`config.mk`:
```
export PLATFORM = sky130hd
export DESIGN_NAME = uart_shell
export DESIGN_NICKNAME = d
export VERILOG_FILES = /design/src/rtl/shell_pkg.sv /design/src/rtl/uart_rx.sv /design/src/rtl/uart_shell.sv
export SDC_FILE = /design/constraint.sdc
export NUM_CORES = 2
export LEC_CHECK = 0
export ABC_AREA = 1
export ABC_CLOCK_PERIOD_IN_PS = 27000
export CORE_AREA = 2 2 606 608
export CTS_BUF_LIST = sky130_fd_sc_hd__clkbuf_16
export DETAILED_ROUTE_END_ITERATION = 6
export DIE_AREA = 0 0 608 610
export PLACE_DENSITY = 0.65
export SLEW_MARGIN = 0
export SYNTH_ARGS = -nofsm -noshare
export SYNTH_HDL_FRONTEND = slang
export SYNTH_SLANG_ARGS = --single-unit
```
`constraint.sdc`:
```
create_clock -name CLK -period 27 [get_ports CLK]
set_input_delay 8.1 -clock CLK [delete_from_list [all_inputs] [get_ports CLK]]
set_output_delay 8.1 -clock CLK [all_outputs]
set_load 0.02 [all_outputs]
```
`src/rtl/shell_pkg.sv`:
```
// shell_pkg: ASCII constants, FSM states and hex helpers for the UART shell.
// Shared by uart_rx and uart_shell.
package shell_pkg;

  localparam int LINE_LEN = 16;
  localparam int DEF_CLKS_PER_BIT = 868;

  localparam logic [7:0] CH_CR = 8'h0D;
  localparam logic [7:0] CH_LF = 8'h0A;
  localparam logic [7:0] CH_BS = 8'h08;
  localparam logic [7:0] CH_SP = 8'h20;
  localparam logic [7:0] CH_QM = 8'h3F;
  localparam logic [7:0] CH_GT = 8'h3E;

  typedef enum logic [1:0] {IDLE, ECHO, EXEC, REPLY} state_t;
  typedef enum logic [2:0] {
    C_NONE, C_BAD, C_GET, C_READ, C_WRITE
  } cmd_t;

  // bit 4 flags a valid hex digit, bits 3:0 carry its value
  function automatic logic [4:0] hex_dec(input logic [7:0] c);
    logic [4:0] r;
    r = '0;
    if (c >= "0" && c <= "9")
      r = {1'b1, 4'(c - 8'h30)};
    else if (c >= "A" && c <= "F")
      r = {1'b1, 4'(c - 8'h37)};
    else if (c >= "a" && c <= "f")
      r = {1'b1, 4'(c - 8'h57)};
    return r;
  endfunction

  function automatic logic [7:0] hex_enc(input logic [3:0] n);
    return (n < 4'd10) ? 8'h30 + {4'h0, n}
                       : 8'h37 + {4'h0, n};
  endfunction

endpackage

```
`src/rtl/uart_rx.sv`:
```
// uart_rx: 8N1 receiver with 2-flop synchronizer and mid-bit sampling.
// Emits a one-cycle valid strobe per accepted byte.
module uart_rx
  import shell_pkg::*;
#(
  parameter int CLKS_PER_BIT = DEF_CLKS_PER_BIT
) (
  input  logic       clk,
  input  logic       rst_n,
  input  logic       rx,
  output logic       valid,
  output logic [7:0] data
);

  localparam int CW = $clog2(CLKS_PER_BIT + 1);
  localparam logic [CW-1:0] BIT_END = CW'(CLKS_PER_BIT - 1);
  localparam logic [CW-1:0] HALF_END = CW'(CLKS_PER_BIT / 2 - 1);

  typedef enum logic [1:0] {
    R_IDLE, R_START, R_DATA, R_STOP
  } rx_state_t;

  rx_state_t   st;
  logic [2:0]  sync;
  logic [CW-1:0] cnt;
  logic [2:0]  idx;
  logic [7:0]  sh;
  logic        rxs;

  // sync[1] is the synchronized line, sync[2] its previous value
  assign rxs = sync[1];

  always_ff @(posedge clk or negedge rst_n) begin
    if (!rst_n) begin
      sync  <= 3'b111;
      st    <= R_IDLE;
      cnt   <= '0;
      idx   <= '0;
      sh    <= '0;
      valid <= 1'b0;
      data  <= '0;
    end else begin
      sync  <= {sync[1:0], rx};
      valid <= 1'b0;
      unique case (st)
        R_IDLE: begin
          cnt <= '0;
          if (sync[2] && !rxs) st <= R_START;
        end
        R_START: begin
          if (cnt == HALF_END) begin
            cnt <= '0;
            idx <= '0;
            st  <= rxs ? R_IDLE : R_DATA;
          end else begin
            cnt <= cnt + 1'b1;
          end
        end
        R_DATA: begin
          if (cnt == BIT_END) begin
            cnt <= '0;
            sh  <= {rxs, sh[7:1]};
            idx <= idx + 1'b1;
            if (idx == 3'd7) st <= R_STOP;
          end else begin
            cnt <= cnt + 1'b1;
          end
        end
        R_STOP: begin
          if (cnt == BIT_END) begin
            cnt <= '0;
            st  <= R_IDLE;
            if (rxs) begin
              valid <= 1'b1;
              data  <= sh;
            end
          end else begin
            cnt <= cnt + 1'b1;
          end
        end
      endcase
    end
  end

endmodule

```
`src/rtl/uart_shell.sv`:
```
// uart_shell: line-editing command shell (g / r / w) over an 8N1 UART.
// Define SHELL_ECHO_EN to echo received characters back to the sender.
module uart_shell
  import shell_pkg::*;
#(
  parameter int         CLKS_PER_BIT = DEF_CLKS_PER_BIT,
  parameter logic [7:0] BUILD_ID     = 8'h37
) (
  input  logic CLK,
  input  logic RST,
  input  logic UART_RX,
  output logic UART_TX
);

  localparam int CW = $clog2(CLKS_PER_BIT + 1);
  localparam logic [CW-1:0] BIT_END = CW'(CLKS_PER_BIT - 1);

  logic       rx_valid;
  logic [7:0] rx_data;

  uart_rx #(.CLKS_PER_BIT(CLKS_PER_BIT)) u_rx (
    .clk   (CLK),
    .rst_n (RST),
    .rx    (UART_RX),
    .valid (rx_valid),
    .data  (rx_data)
  );

  logic          tx_go;
  logic          tx_busy;
  logic [7:0]    tx_byte;
  logic [8:0]    tx_sh;
  logic [3:0]    tx_bit;
  logic [CW-1:0] tx_cnt;

  // tx_bit 0 is the start bit, 1..8 data, 9 stop
  always_ff @(posedge CLK or negedge RST) begin
    if (!RST) begin
      UART_TX <= 1'b1;
      tx_busy <= 1'b0;
      tx_sh   <= '1;
      tx_bit  <= '0;
      tx_cnt  <= '0;
    end else if (tx_go && !tx_busy) begin
      UART_TX <= 1'b0;
      tx_sh   <= {1'b1, tx_byte};
      tx_bit  <= '0;
      tx_cnt  <= '0;
      tx_busy <= 1'b1;
    end else if (tx_busy) begin
      if (tx_cnt == BIT_END) begin
        tx_cnt <= '0;
        if (tx_bit == 4'd9) begin
          tx_busy <= 1'b0;
        end else begin
          UART_TX <= tx_sh[0];
          tx_sh   <= {1'b1, tx_sh[8:1]};
          tx_bit  <= tx_bit + 1'b1;
        end
      end else begin
        tx_cnt <= tx_cnt + 1'b1;
      end
    end
  end

  state_t      st;
  logic        ph;
  logic        go_exec;
  logic        ovf;
  logic [4:0]  len;
  logic [4:0]  elen;
  logic [7:0]  lbuf [LINE_LEN];
  logic [7:0]  rq [8];
  logic [3:0]  rlen;
  logic [3:0]  ridx;
  logic [4:0]  dig [11];
  logic        a_ok;
  logic        d_ok;
  logic        printable;
  cmd_t        cmd;
  logic [7:0]  addr;
  logic [15:0] wdata;
  logic [15:0] rdata;
  logic [15:0] mem [256];
  logic [7:0]  nq [8];
  logic [3:0]  nlen;

  assign printable = (rx_data >= 8'h20) && (rx_data <= 8'h7E);

  always_comb begin
    elen = len;
    // strip trailing spaces from the end inward
    for (int i = LINE_LEN - 1; i >= 0; i--)
      if (elen == 5'(i + 1) && lbuf[i] == CH_SP)
        elen = 5'(i);
    for (int i = 0; i < 11; i++)
      dig[i] = hex_dec(lbuf[i]);
    addr  = {dig[4][3:0], dig[5][3:0]};
    wdata = {dig[7][3:0], dig[8][3:0],
             dig[9][3:0], dig[10][3:0]};
    a_ok  = (lbuf[1] == CH_SP) && dig[2][4] && dig[3][4]
            && dig[4][4] && dig[5][4];
    d_ok  = (lbuf[6] == CH_SP) && dig[7][4] && dig[8][4]
            && dig[9][4] && dig[10][4];
    if (ovf)
      cmd = C_BAD;
    else if (elen == 5'd0)
      cmd = C_NONE;
    else if (elen == 5'd1 && lbuf[0] == "g")
      cmd = C_GET;
    else if (elen == 5'd6 && lbuf[0] == "r" && a_ok)
      cmd = C_READ;
    else if (elen == 5'd11 && lbuf[0] == "w" && a_ok && d_ok)
      cmd = C_WRITE;
    else
      cmd = C_BAD;
  end

  always_ff @(posedge CLK) begin
    if (st == EXEC && !ph && cmd == C_WRITE)
      mem[addr] <= wdata;
    rdata <= mem[addr];
  end

  // every reply ends in the "> " prompt; unset slots default to space
  always_comb begin
    for (int i = 0; i < 8; i++)
      nq[i] = CH_SP;
    nlen = 4'd5;
    unique case (cmd)
      C_NONE: begin
        nq[0] = CH_GT;
        nlen  = 4'd2;
      end
      C_GET: begin
        nq[0] = BUILD_ID;
        nq[1] = CH_CR;
        nq[2] = CH_LF;
        nq[3] = CH_GT;
      end
      C_READ: begin
        nq[0] = hex_enc(rdata[15:12]);
        nq[1] = hex_enc(rdata[11:8]);
        nq[2] = hex_enc(rdata[7:4]);
        nq[3] = hex_enc(rdata[3:0]);
        nq[4] = CH_CR;
        nq[5] = CH_LF;
        nq[6] = CH_GT;
        nlen  = 4'd8;
      end
      C_WRITE: begin
        nq[0] = "O";
        nq[1] = "K";
        nq[2] = CH_CR;
        nq[3] = CH_LF;
        nq[4] = CH_GT;
        nlen  = 4'd6;
      end
      default: begin
        nq[0] = CH_QM;
        nq[1] = CH_CR;
        nq[2] = CH_LF;
        nq[3] = CH_GT;
      end
    endcase
  end

  always_ff @(posedge CLK or negedge RST) begin
    if (!RST) begin
      st      <= IDLE;
      ph      <= 1'b0;
      go_exec <= 1'b0;
      ovf     <= 1'b0;
      len     <= '0;
      rlen    <= '0;
      ridx    <= '0;
      tx_go   <= 1'b0;
      tx_byte <= '0;
      for (int i = 0; i < LINE_LEN; i++) lbuf[i] <= '0;
      for (int i = 0; i < 8; i++) rq[i] <= '0;
    end else begin
      tx_go <= 1'b0;
      unique case (st)
        IDLE: if (rx_valid) begin
          ridx <= '0;
          if (printable) begin
            if (len == 5'(LINE_LEN)) begin
              ovf <= 1'b1;
            end else begin
              lbuf[len[3:0]] <= rx_data;
              len <= len + 1'b1;
`ifdef SHELL_ECHO_EN
              rq[0] <= rx_data;
              rlen  <= 4'd1;
              st    <= ECHO;
`endif
            end
          end else if (rx_data == CH_BS) begin
            if (len != 5'd0) len <= len - 1'b1;
`ifdef SHELL_ECHO_EN
            rq[0] <= CH_BS;
            rlen  <= 4'd1;
            st    <= ECHO;
`endif
          end else if (rx_data == CH_CR) begin
            ph <= 1'b0;
`ifdef SHELL_ECHO_EN
            rq[0]   <= CH_CR;
            rq[1]   <= CH_LF;
            rlen    <= 4'd2;
            go_exec <= 1'b1;
            st      <= ECHO;
`else
            st <= EXEC;
`endif
          end
        end
        ECHO, REPLY: if (!tx_go && !tx_busy) begin
          if (ridx == rlen) begin
            if (st == REPLY) begin
              len <= '0;
              ovf <= 1'b0;
              st  <= IDLE;
            end else begin
              go_exec <= 1'b0;
              st      <= go_exec ? EXEC : IDLE;
            end
          end else begin
            tx_go   <= 1'b1;
            tx_byte <= rq[ridx[2:0]];
            ridx    <= ridx + 1'b1;
          end
        end
        EXEC: begin
          // phase 0 writes/reads RAM, phase 1 latches the reply
          if (!ph) begin
            ph <= 1'b1;
          end else begin
            for (int i = 0; i < 8; i++) rq[i] <= nq[i];
            rlen <= nlen;
            ridx <= '0;
            st   <= REPLY;
          end
        end
      endcase
    end
  end

endmodule

```
==> impl_metrics.toml <==
[yosys]
synth.top_cell.area_share_pct = 75.2
synth_fa_ha_area_share_pct = 0.364
synth.avg_cell_area_um2 = 16.1
synth_xor_area_share_pct = 0.134
yosysWarnings = 0
synth_area_mm2 = 0.164
ys_ff_latch = 4357
synth-main-ff-cell = "edfxtp_1"
seq_area_frac_synth_pct = 79.1
async_reset_ff_share_pct = 5.62
synth_cell_types = 66
synthMuxAreaShare_pct = 0
synth_top_family_by_area = "compound AO/OA/AOI/OAI gates"
synth.area.top_cells = "edfxtp_1, a22oi_1, dfrtp_1, a21oi_1, clkbuf_1"
synth_top_area_cell = "edfxtp_1"
synth_simple_gate_area_share_pct = 3.75
syn-num-nets = 10200
synth-edff-count = 4096
synth_compound_area_share_pct = 14.4
synthCells = 10200

[route]
vias = 96800
drtIter0Drc = 14200
ant_nets = 0
post_drt_wl_per_cell_um = 29.7
drc_errors = 4
viasPerCell = 6.28
routed_wl_mm = 457
firstDrtPassIters = 7

[clock_network]
cts.sinks = 4357
cts-resized-gates = 0
clockBufferDepth = 4
clkLatencyLatePin_ps = 990
cts_buffers = 419
cts-hold-fix-buffers = 0
h-tree-depth = 5
post_cts_buffers = 0
clk_pin_slew_worst_paths_ps = 60
cts_root_buf = "clkbuf_16"
cts_tree = "yes"

[sta]
hold_violations = 0
setup_viol = 0
period_share_pct = 37.7
setup_tns_ps = 0
rsz0062_at_grt = "false"
period_minus_slack_ps = 10180
tightestPinTransition_ps = 1580
relSlewSlack_pct = -6.42
drv_slew = 2
fmax_ghz = 0.0983
clock-skew-final_ps = 97.8

[global_routing]
grt_pass1_wl_mm = 652
grt_pass1_vias = 93200
grt_util_all_layers_pct = 23.8
grt_start_max_net_pins = 185
antenna_found_initial = 16
grt-ovfl-total = 0

[final_layout]
final_common_cell = "edfxtp_1"
fin_area_mm2 = 0.183
most-common-layout-cells = "edfxtp_1, a22oi_1, a21oi_1, clkbuf_16, nand2_1"
syn_to_final_growth_pct = 11.8
fin_nets = 10300
fillers = 29300
drive_gt1_share_pct = 10.6
final-instance-count-excl-fill = 15400

[placement]
place_inst = 14600
dpl_cell_area_mm2 = 0.170
place_congestion = 0.899
dpl.hpwl_mm = 259
port_buffers = 3

[die]
rows = 222
die_y_um = 610
die_w_um = 608
initial_core_util_pct = 44.9
ios = 4
core_mm2 = 0.364
die_area_mm2 = 0.371

[power_and_ir_drop]
power.total_mw = 12.9
irDropWorstVdd_mv = 0.0792
power_density_mw_per_mm2 = 70.4
p_leak_nw = 54.6

[critical_path]
path_buf_inv = 1
cp_slowest_cell = "clkdlybuf4s50_1"
cp_data_required_time_ps = 18900
cp_max_fo = 2
cp.arrival_ps = 2080
cp_cell_sequence = "clkdlybuf4s50_1"
crit_family = "buffers and inverters"
path_class = "reg -> out"
cp-end-kind = "primary output"
worstSetupStartpointType = "flip-flop"
critPathMaxStageDelay_ps = 590

[status]
violations = "DRC, capacitance limit, slew limit"
status = "finished, violations left"

[worst_hold_path]
min_path_type = "reg -> reg"

[run]
cap_viol_max_count = 1
-- report_power, final --
group / internal, mW / total, mW / leakage (nW) / switching (mW)
Sequential: 7.28 / 7.28 / 31.7 / 0.00340
Clock: 3.08 / 5.56 / 6.71 / 2.48
Combinational: 0.00899 / 0.0305 / 16.2 / 0.0215
-- stage by stage --
step | utilization [%] | hold WS (ps) | worst slack [ps]
5_1_grt | 50.2 | 343 | 16760
4_1_cts | 50.2 | 346 | 16750
3_5_place_dp | 46.6 | 356 | 16310
3_3_place_gp | 46.6 | 356 | 16450
6_report | 50.2 | 346 | 16830
2_1_floorplan | - | 345 | 13880
-- layout make-up --
type / instances / area [µm²] / share of cell area, %
Multi-Input combinational cell: 4922 / 31000 / 17.0
Tap cell: 4816 / 6030 / 3.29
Antenna cell: 5 / 12.5 / 0.00684
Clock buffer: 426 / 10700 / 5.83
Inverter: 257 / 990 / 0.541
Sequential cell: 4357 / 129000 / 70.8
Timing Repair Buffer: 288 / 2430 / 1.33
Clock inverter: 339 / 2340 / 1.28
-- per-layer routing --
metal | vias up | track usage [%] | share of wire, %
met5 | - | 0 | 0.010
met4 | 8 | 10.1 | 4.7
met3 | 858 | 4.92 | 11
met2 | 5667 | 36.9 | 46
met1 | 49200 | 32.9 | 38
li1 | 41100 | - | -
-- logic make-up (layout without fill, tap and decap cells) --
kind of cell	after synthesis	in the layout
adder cells (fa/ha/maj)	47	47
other	0	5
AO/OA/AOI/OAI	3569	3569
buffers and inverters	908	1310
AND/OR/NAND/NOR	1281	1281
flip-flops	4357	4357
XOR/XNOR	25	25
-- worst paths after layout --
path                               from            to  slack (ps)  depth (start not counted)
max                             UART_TX       UART_TX       16830                          1
min                        u_rx.sync[0]  u_rx.sync[1]         350                          0
max reg2reg                      len[3]    mem[58][4]       19290                         39
min reg2reg                u_rx.sync[0]  u_rx.sync[1]         350                          0
max in group asynchronous           RST       rlen[1]       17400                          3
min in group asynchronous           RST   u_rx.cnt[8]        7140                          1
-- synthesized netlist by cell type (6+ instances only) --
master / count
edfxtp_1: 4096
a22oi_1: 2051
a21oi_1: 1071
clkbuf_1: 452
nor2_1: 382
nand2_1: 378
inv_1: 243
dfrtp_1: 233
o21ai_0: 232
nor4_1: 213
buf_1: 160
nor2_2: 92
nand3_1: 72
o22ai_1: 72
ha_1: 46
or4_1: 36
o41ai_1: 30
nand4_1: 29
nand2_2: 27
nor3_1: 22
dlygate4sd1_1: 17
dfxtp_1: 16
o221ai_1: 16
xor2_1: 16
a221oi_1: 14
dfstp_2: 12
a31oi_1: 11
buf_6: 11
a2111oi_0: 10
clkinv_1: 9
xnor2_1: 9
o21ai_1: 8
buf_4: 7
o211ai_1: 7
o211ai_2: 7
o22a_1: 7
nor2_4: 6
or2_2: 6
-- state kept, by name (all words and copies together), names as in the netlist, 5 cells and up, named ones only --
signal	flops
rq	34
rdata	16
tx_cnt	10
len	5
u_rx.data	8
u_rx.sh	8
tx_sh	8
mem	4096
lbuf	128
u_rx.cnt	10
tx_byte	7
(Power assumes the default switching activity.)
